==> config.mk <==
export PLATFORM = sky130hd
export DESIGN_NAME = w_loader_flat
export DESIGN_NICKNAME = d
export VERILOG_FILES = /design/src/rtl/w_pkg.sv /design/src/rtl/w_loader_if.sv /design/src/rtl/w_loader.sv /design/src/flat_wrapper.sv
export SDC_FILE = /design/constraint.sdc
export NUM_CORES = 1
export LEC_CHECK = 0
export CAP_MARGIN = 30
export CORE_MARGIN = 2
export CORE_UTILIZATION = 45
export DETAILED_ROUTE_END_ITERATION = 10
export PLACE_DENSITY = 0.72
export REMOVE_ABC_BUFFERS = 1
export SLEW_MARGIN = 20
export SYNTH_ARGS = -nofsm -noshare
export SYNTH_HDL_FRONTEND = slang
export SYNTH_SLANG_ARGS = --single-unit
==> constraint.sdc <==
create_clock -name clk -period 2.83 [get_ports clk]
set_clock_uncertainty 0.05 [all_clocks]
set_input_delay 0.4245 -clock clk [delete_from_list [all_inputs] [get_ports clk]]
set_output_delay 0.4245 -clock clk [all_outputs]
set_load 0.01 [all_outputs]
==> src/rtl/w_pkg.sv <==
// Shared definitions for the layer-4 weight loader: geometry, weight type and loader states.
package w_pkg;
  localparam int BANKS = 16;
  localparam int DEPTH = 16;
  localparam int DW    = 8;
  localparam int AW    = $clog2(DEPTH);
  localparam int CW    = 8;

  typedef logic signed [DW-1:0] weight_t;

  typedef enum logic [1:0] {
    WL_IDLE  = 2'd0,
    WL_LOAD  = 2'd1,
    WL_CHECK = 2'd2,
    WL_DONE  = 2'd3
  } wl_state_t;

  function automatic logic [BANKS-1:0] bank_onehot(input logic [AW-1:0] idx);
    return BANKS'(1) << idx;
  endfunction
endpackage

==> src/rtl/w_loader_if.sv <==
// Byte stream into the weight loader.
// Handshake: a byte transfers on a rising edge where s_valid && s_ready; s_ready
// comes from the receiver's state only and never depends on s_valid.
interface w_loader_if;
  import w_pkg::*;
  logic          s_valid;
  logic [DW-1:0] s_data;
  logic          s_ready;

  modport master (output s_valid, output s_data, input s_ready);
  modport slave  (input s_valid, input s_data, output s_ready);
endinterface

==> src/rtl/w_loader.sv <==
// Loads 256 weights plus a checksum byte into sixteen 16-entry banks through one
// registered write port, then pulses finish and reports checksum errors in err.
module w_loader
  import w_pkg::*;
(
  input  logic             clk,
  input  logic             xrst,
  input  logic             start,
  w_loader_if.slave        s,
  output logic [BANKS-1:0] we,
  output logic [AW-1:0]    waddr,
  output weight_t          wdata,
  output logic             busy,
  output logic             finish,
  output logic             err,
  output wl_state_t        dbg_state
);
  wl_state_t     state, state_nxt;
  logic [CW-1:0] cnt;
  logic [DW-1:0] sum;
  logic          hs;

  assign s.s_ready = (state == WL_LOAD) || (state == WL_CHECK);
  assign hs        = s.s_valid && s.s_ready;
  assign busy      = (state != WL_IDLE);
  assign finish    = (state == WL_DONE);
  assign dbg_state = state;

  always_comb begin
    state_nxt = state;
    case (state)
      WL_IDLE:  if (start) state_nxt = WL_LOAD;
      WL_LOAD:  if (hs && (cnt == 8'hFF)) state_nxt = WL_CHECK;
      WL_CHECK: if (hs) state_nxt = WL_DONE;
      WL_DONE:  state_nxt = WL_IDLE;
      default:  state_nxt = WL_IDLE;
    endcase
  end

  // Byte n lands in bank n[3:0], entry n[7:4]: the stream is address-major.
  always_ff @(posedge clk) begin
    if (xrst) begin
      state <= WL_IDLE;
      cnt   <= '0;
      sum   <= '0;
      err   <= 1'b0;
      we    <= '0;
      waddr <= '0;
      wdata <= '0;
    end else begin
      state <= state_nxt;
      we    <= '0;
      if ((state == WL_IDLE) && start) begin
        cnt <= '0;
        sum <= '0;
        err <= 1'b0;
      end
      if ((state == WL_LOAD) && hs) begin
        we    <= bank_onehot(cnt[AW-1:0]);
        waddr <= cnt[CW-1:AW];
        wdata <= weight_t'(s.s_data);
        sum   <= sum + s.s_data;
        cnt   <= cnt + 8'd1;
      end
      if ((state == WL_CHECK) && hs) begin
        err <= (s.s_data != sum);
      end
    end
  end
endmodule
==> src/flat_wrapper.sv <==
// flat-port wrapper written by rule: the top's interface ports become plain ports
module w_loader_flat import w_pkg::*;
  (clk, xrst, start, we, waddr, wdata, busy, finish, err, dbg_state, s_s_valid, s_s_data, s_s_ready);
  w_loader_if s_i ();
  input  logic clk;
  input  logic xrst;
  input  logic start;
  output logic [BANKS-1:0] we;
  output logic [AW-1:0] waddr;
  output weight_t wdata;
  output logic busy;
  output logic finish;
  output logic err;
  output wl_state_t dbg_state;
  input wire logic [$bits(s_i.s_valid)-1:0] s_s_valid;
  input wire logic [$bits(s_i.s_data)-1:0] s_s_data;
  output wire logic [$bits(s_i.s_ready)-1:0] s_s_ready;
  assign s_i.s_valid = s_s_valid;
  assign s_i.s_data = s_s_data;
  assign s_s_ready = s_i.s_ready;
  w_loader u_core (.clk(clk), .xrst(xrst), .start(start), .s(s_i), .we(we), .waddr(waddr), .wdata(wdata), .busy(busy), .finish(finish), .err(err), .dbg_state(dbg_state));
endmodule
Word-level counts from Yosys, hierarchy flattened. Index checks and enable logic that the tools add are counted.

Bits of input ports: 12. Word-level logic and storage cells: 40. Output and inout port bits: 34. Memory bits (read-only): 0. Register bits: 47. Latch bits: 0. Memories kept: 0. Bits in writable memories: 0.

Reduce and logical (&&, ||, !) cells: 12. Add/sub/neg operators: 2. Shifts and indexed selects: 1. Bitwise logic cells: 1. $lt $le $gt $ge: 0. Multiply operators: 0. Eq/ne operators: 8. Muxes and demuxes: 9. Div/mod/pow operators: 0.

Operators with widths (number): two-way mux 8 bit (3); << shifter 1 x 4 -> 16 bit (first input constant) (1); adder 8 x 1 -> 8 bit (second input constant) (1); adder 8 bit (1); == test 8 bit (second input constant) (1); != test 8 bit (1); case mux 2 bit (4 select lines) (1); two-way mux 2 bit (3); nonzero test 2 bit (3); logical AND 1 bit (5); == test 2 bit (second input constant) (2); != test 2 bit (second input constant) (2); AND reduction 3 bit (1); == test 2 x 1 -> 1 bit (second input constant) (1); logical NOT 2 bit (1); two-way mux 1 bit (2); != test 2 x 1 -> 1 bit (second input constant) (1); OR reduction 2 bit (1); logical OR 1 bit (1); NOT 1 bit (1).

Depth between registers and ports, before layout.
Word-level depth: 6. Depth in mapped cells: 8. Mapped depth without buffers: 8.

Worst setup path after synthesis. Ideal clock, no wire load.

Path type: reg2reg. Start: register u_core.state[0] (netlist: u_core.dbg_state[0]). End: register u_core.state[0] (netlist: u_core.dbg_state[0]). Arrival time: 1751 ps. Path slack: 943 ps. Cell stages (with the launch flop): 7. Required time: 2694 ps. Clock period less this slack: 1887 ps. Buffers on the path: 0. Library setup time: 86 ps. Path through: dfxtp_1 inv_1 ha_1 nand2_1 o41ai_4 o211ai_2 a221oi_2.

Cells in the longest elaborated chain, start to end: 6. Elaborated cells on any way between the ends: 12. Classes of those cells: eq/ne (6); mux (1); reduce/logical (5).

Ends and longest elaborated chain: start, declared (line w_loader.sv:18) `wl_state_t state, state_nxt;`; start signal, assigned (line w_loader.sv:51) `state <= state_nxt;`; == test 2 x 1 -> 1 bit / == test 2 bit (equally long branches) (line w_loader.sv:23) `assign s.s_ready = (state == WL_LOAD) || (state == WL_CHECK);`; logical OR 1 bit (*) (line w_loader.sv:23); named net s_s_ready (line flat_wrapper.sv:17) `output wire logic [$bits(s_i.s_ready)-1:0] s_s_ready;`; logical AND 1 bit (*) (line w_loader.sv:24) `assign hs = s.s_valid && s.s_ready;`; logical AND 1 bit (line w_loader.sv:33) `WL_LOAD: if (hs && (cnt == 8'hFF)) state_nxt = WL_CHECK;`; != test 2 bit (no source line); AND reduction 3 bit (no source line) (*).

The timed path passes the listed nets; every way through them passes the cells marked *. A chain may end at the register's enable or synchronous reset.

Final worst setup path.
Start: register u_core.state[0] (netlist: u_core.dbg_state[0]). End: output port s_s_ready.

Cells in the longest elaborated chain, start to end: 2. Elaborated cells on any way between the ends: 3. Classes of those cells: eq/ne (2); reduce/logical (1).

Ends and longest elaborated chain (line): == test 2 x 1 -> 1 bit / == test 2 bit (equally long branches) (w_loader.sv:23); logical OR 1 bit (*) (w_loader.sv:23); end, declared (flat_wrapper.sv:17).

Every way passes the cells marked *; elsewhere a longest branch is shown, timed or not.

==> impl_results.md <==
* Initial antenna violation count at 0
* Root Driver: clkbuf_8
* Number of synthesized flops with an enable pin at 0
* Slew Viols, Final at 0
* Die Area at 0.00520 sq mm
* Slew @ Worst Pin at 0.690 ns
* Final hold vios at 0
* Vias post-DR at 1,745
* CTS tree: yes
* Clk sinks at 47
* Achievable frequency at 451 MHz
* Worst Hold Margin at 0.410 ns
* Total wire length at 4170 um
* Gpl congestion at 0.795
* Total track usage at 17.7%
* Worst slew margin at 54.0%
* Fin util at 61.1%
* Grt ovf at 0
* Post-DP HPWL at 3020 um
* Die Ht at 72.1 um
* Req. time, crit path at 2.36 ns
* Number of synthesis warnings at 0
* Slowest stage cell, crit path: clkdlybuf4s50_1
* Synth cell count leaders: dfxtp_1, nand2_1, nor2_1
* Top-count cell post-synth: dfxtp_1
* Via/cell ratio at 5.13
* RSZ-0062 raised after global routing: no
* Critical-path maximum fanout at 4
* Post-CTS Hold Buffers at 0
* CP Cell Sequence: inv_1 > ha_1 > clkdlybuf4s50_1
* Tmin final at 2.22 ns
* Worst-Skew Late Latency at 0.30 ns
* Hold depth at 2
* Biggest area consumer among synthesized cells: dfxtp_1
* CP arrival at 1.74 ns
* Initial Utilization at 47.3%
* Initial drt markers at 50
* Post-synth ARST share at 0%
* Hold Path Class: flip-flop to flip-flop
* Crit path capture type: output port
* Placed insts at 332
* Post-Syn Area at 0.00209 sq mm
* Leakage at 1.01 nW
* Worst setup path class: flip-flop to output port
* Core region area at 0.00441 sq mm
* Final instance area at 0.00270 sq mm
* Vias in the first global route at 1,649
* IO buf count at 45
* Placed Area at 0.00260 sq mm
* Final Setup Violations at 0
* Worst IR Drop VDD at 652 uV
* Final net count at 317
* Synthesis-to-finish area growth at 29.1%
* Share of cells above drive strength 1 at 5.90%
* WL per Instance at 12.3 um
* Largest net degree at the start of global routing at 23
* Status: finished, final reports clean
* Top_reg_cell synth: dfxtp_1
* Fin Setup TNS at 0 ns
* Area contributors post-synth: dfxtp_1, ha_1, nand2_1
* Tcrit/Tclk final at 78.3%
* Drt drc at 0
* Seq cells post-synth at 47
* Buf/Inv on CP at 2
* Share of the synthesized area in the top cell type at 45.1%
* Ant. Diodes at 0
* Avg Cell Area, Syn at 8.74 sq um
* Antenna Nets Post-Route at 0
* First-pass GRT wire length at 7270 um
* Cell Rows at 24
* Pre-antenna DRT Iters at 4
* CTS Buf Count at 5
* Share of the yosys chip area belonging to registers at 45.1%
* Register-to-Register Path Depth at 7
* Startpoint type of the worst setup path: flip-flop
* Clk buf depth at 2
* Max-cap violations at 0
* Setup bufs post-CTS at 0
* Synth unique cells at 37
* Clock slew seen by the registers of the worst setup and hold paths at 0.09 ns
* Crit-path max cell delay at 0.56 ns
* Crit path depth at 3
* CTS H-Tree Depth at 2
* Power Density at 645 mW/mm^2
* Delay-heaviest family, CP: buffers and inverters
* Die width at 72.1 um
* Post_cts resized at 0
* I/O pin total at 46
* Syn Inst Count at 239
* Post-Layout Cell Count at 340
-- area by class of cell --
cell class	count	area, sq um
inverter	10	37.5
timing repair buffer	50	488
fill	411	1720
sequential	47	941
clock inverter	2	16.3
clock buffer	6	82.6
tap	52	65.1
multi-input combinational	173	1060
-- worst paths after layout --
kind,slack [ns],start,end
max reg2reg,0.74,u_core.dbg_state[1],u_core.sum[7]
min reg2reg,0.41,u_core.wdata[2],u_core.wdata[2]
max,0.61,u_core.dbg_state[0],s_s_ready
min,0.41,u_core.wdata[2],u_core.wdata[2]
-- cell families after synthesis --
group	share of synthesized area [%]
AO/OA/AOI/OAI	15.7
flip-flops	45.1
buffers and inverters	3.95
adder cells (fa/ha/maj)	11.1
multiplexers	0.479
XOR/XNOR	2.94
AND/OR/NAND/NOR	20.7
-- worst reg2reg max path: stages, from the launching register on --
cell and delay [ns]:
dfxtp_1 0.41, inv_1 0.08, ha_1 0.24, and2_1 0.27, a21oi_1 0.58, o21ai_1 0.15, a21oi_1 0.15, a311o_1 0.12
-- where the power goes --
group          switching [mW]  internal (mW)  leakage, nW
logic                   0.307          0.255        0.587
registers              0.0363          0.708        0.380
clock network           0.233          0.200       0.0474
total                   0.576           1.16         1.01
-- placed cells by master (no fill, tap or decap), drive strengths merged, types with 2 or more instances in the layout --
cell type       n
nor3            4
or3             3
dfxtp          47
o21ai          13
a31oi           4
buf             5
xnor2           5
ha             17
nor4            4
nor2           28
clkbuf          6
nand2          41
nand2b          2
xor2            2
nor3b           2
and3            3
inv            10
nand3           5
clkdlybuf4s50  45
a22oi           3
a21oi          23
-- state kept, by name, indices dropped and copies added (netlist names) --
name              cells
u_core.we            16
u_core.wdata          8
u_core.cnt            8
u_core.waddr          4
u_core.sum            8
u_core.dbg_state      2
u_core.err            1
-- through the flow --
step,power (mW),worst slack [ns]
3_5_place_dp,1.32,0.406
2_1_floorplan,1.09,0.843
6_report,1.74,0.613
5_1_grt,1.84,0.547
3_3_place_gp,1.31,0.458
4_1_cts,1.75,0.617
-- per-layer routing --
metal  track usage (%)  vias to the layer above  share of wire, %
li1                  -                      912                 -
met1              23.0                      787                49
met2              28.1                       39                45
met3              3.75                        7               4.4
met4              7.97                        0               1.8
met5                 0                        -                 0
Note: power is estimated with default switching activity, not from simulation.
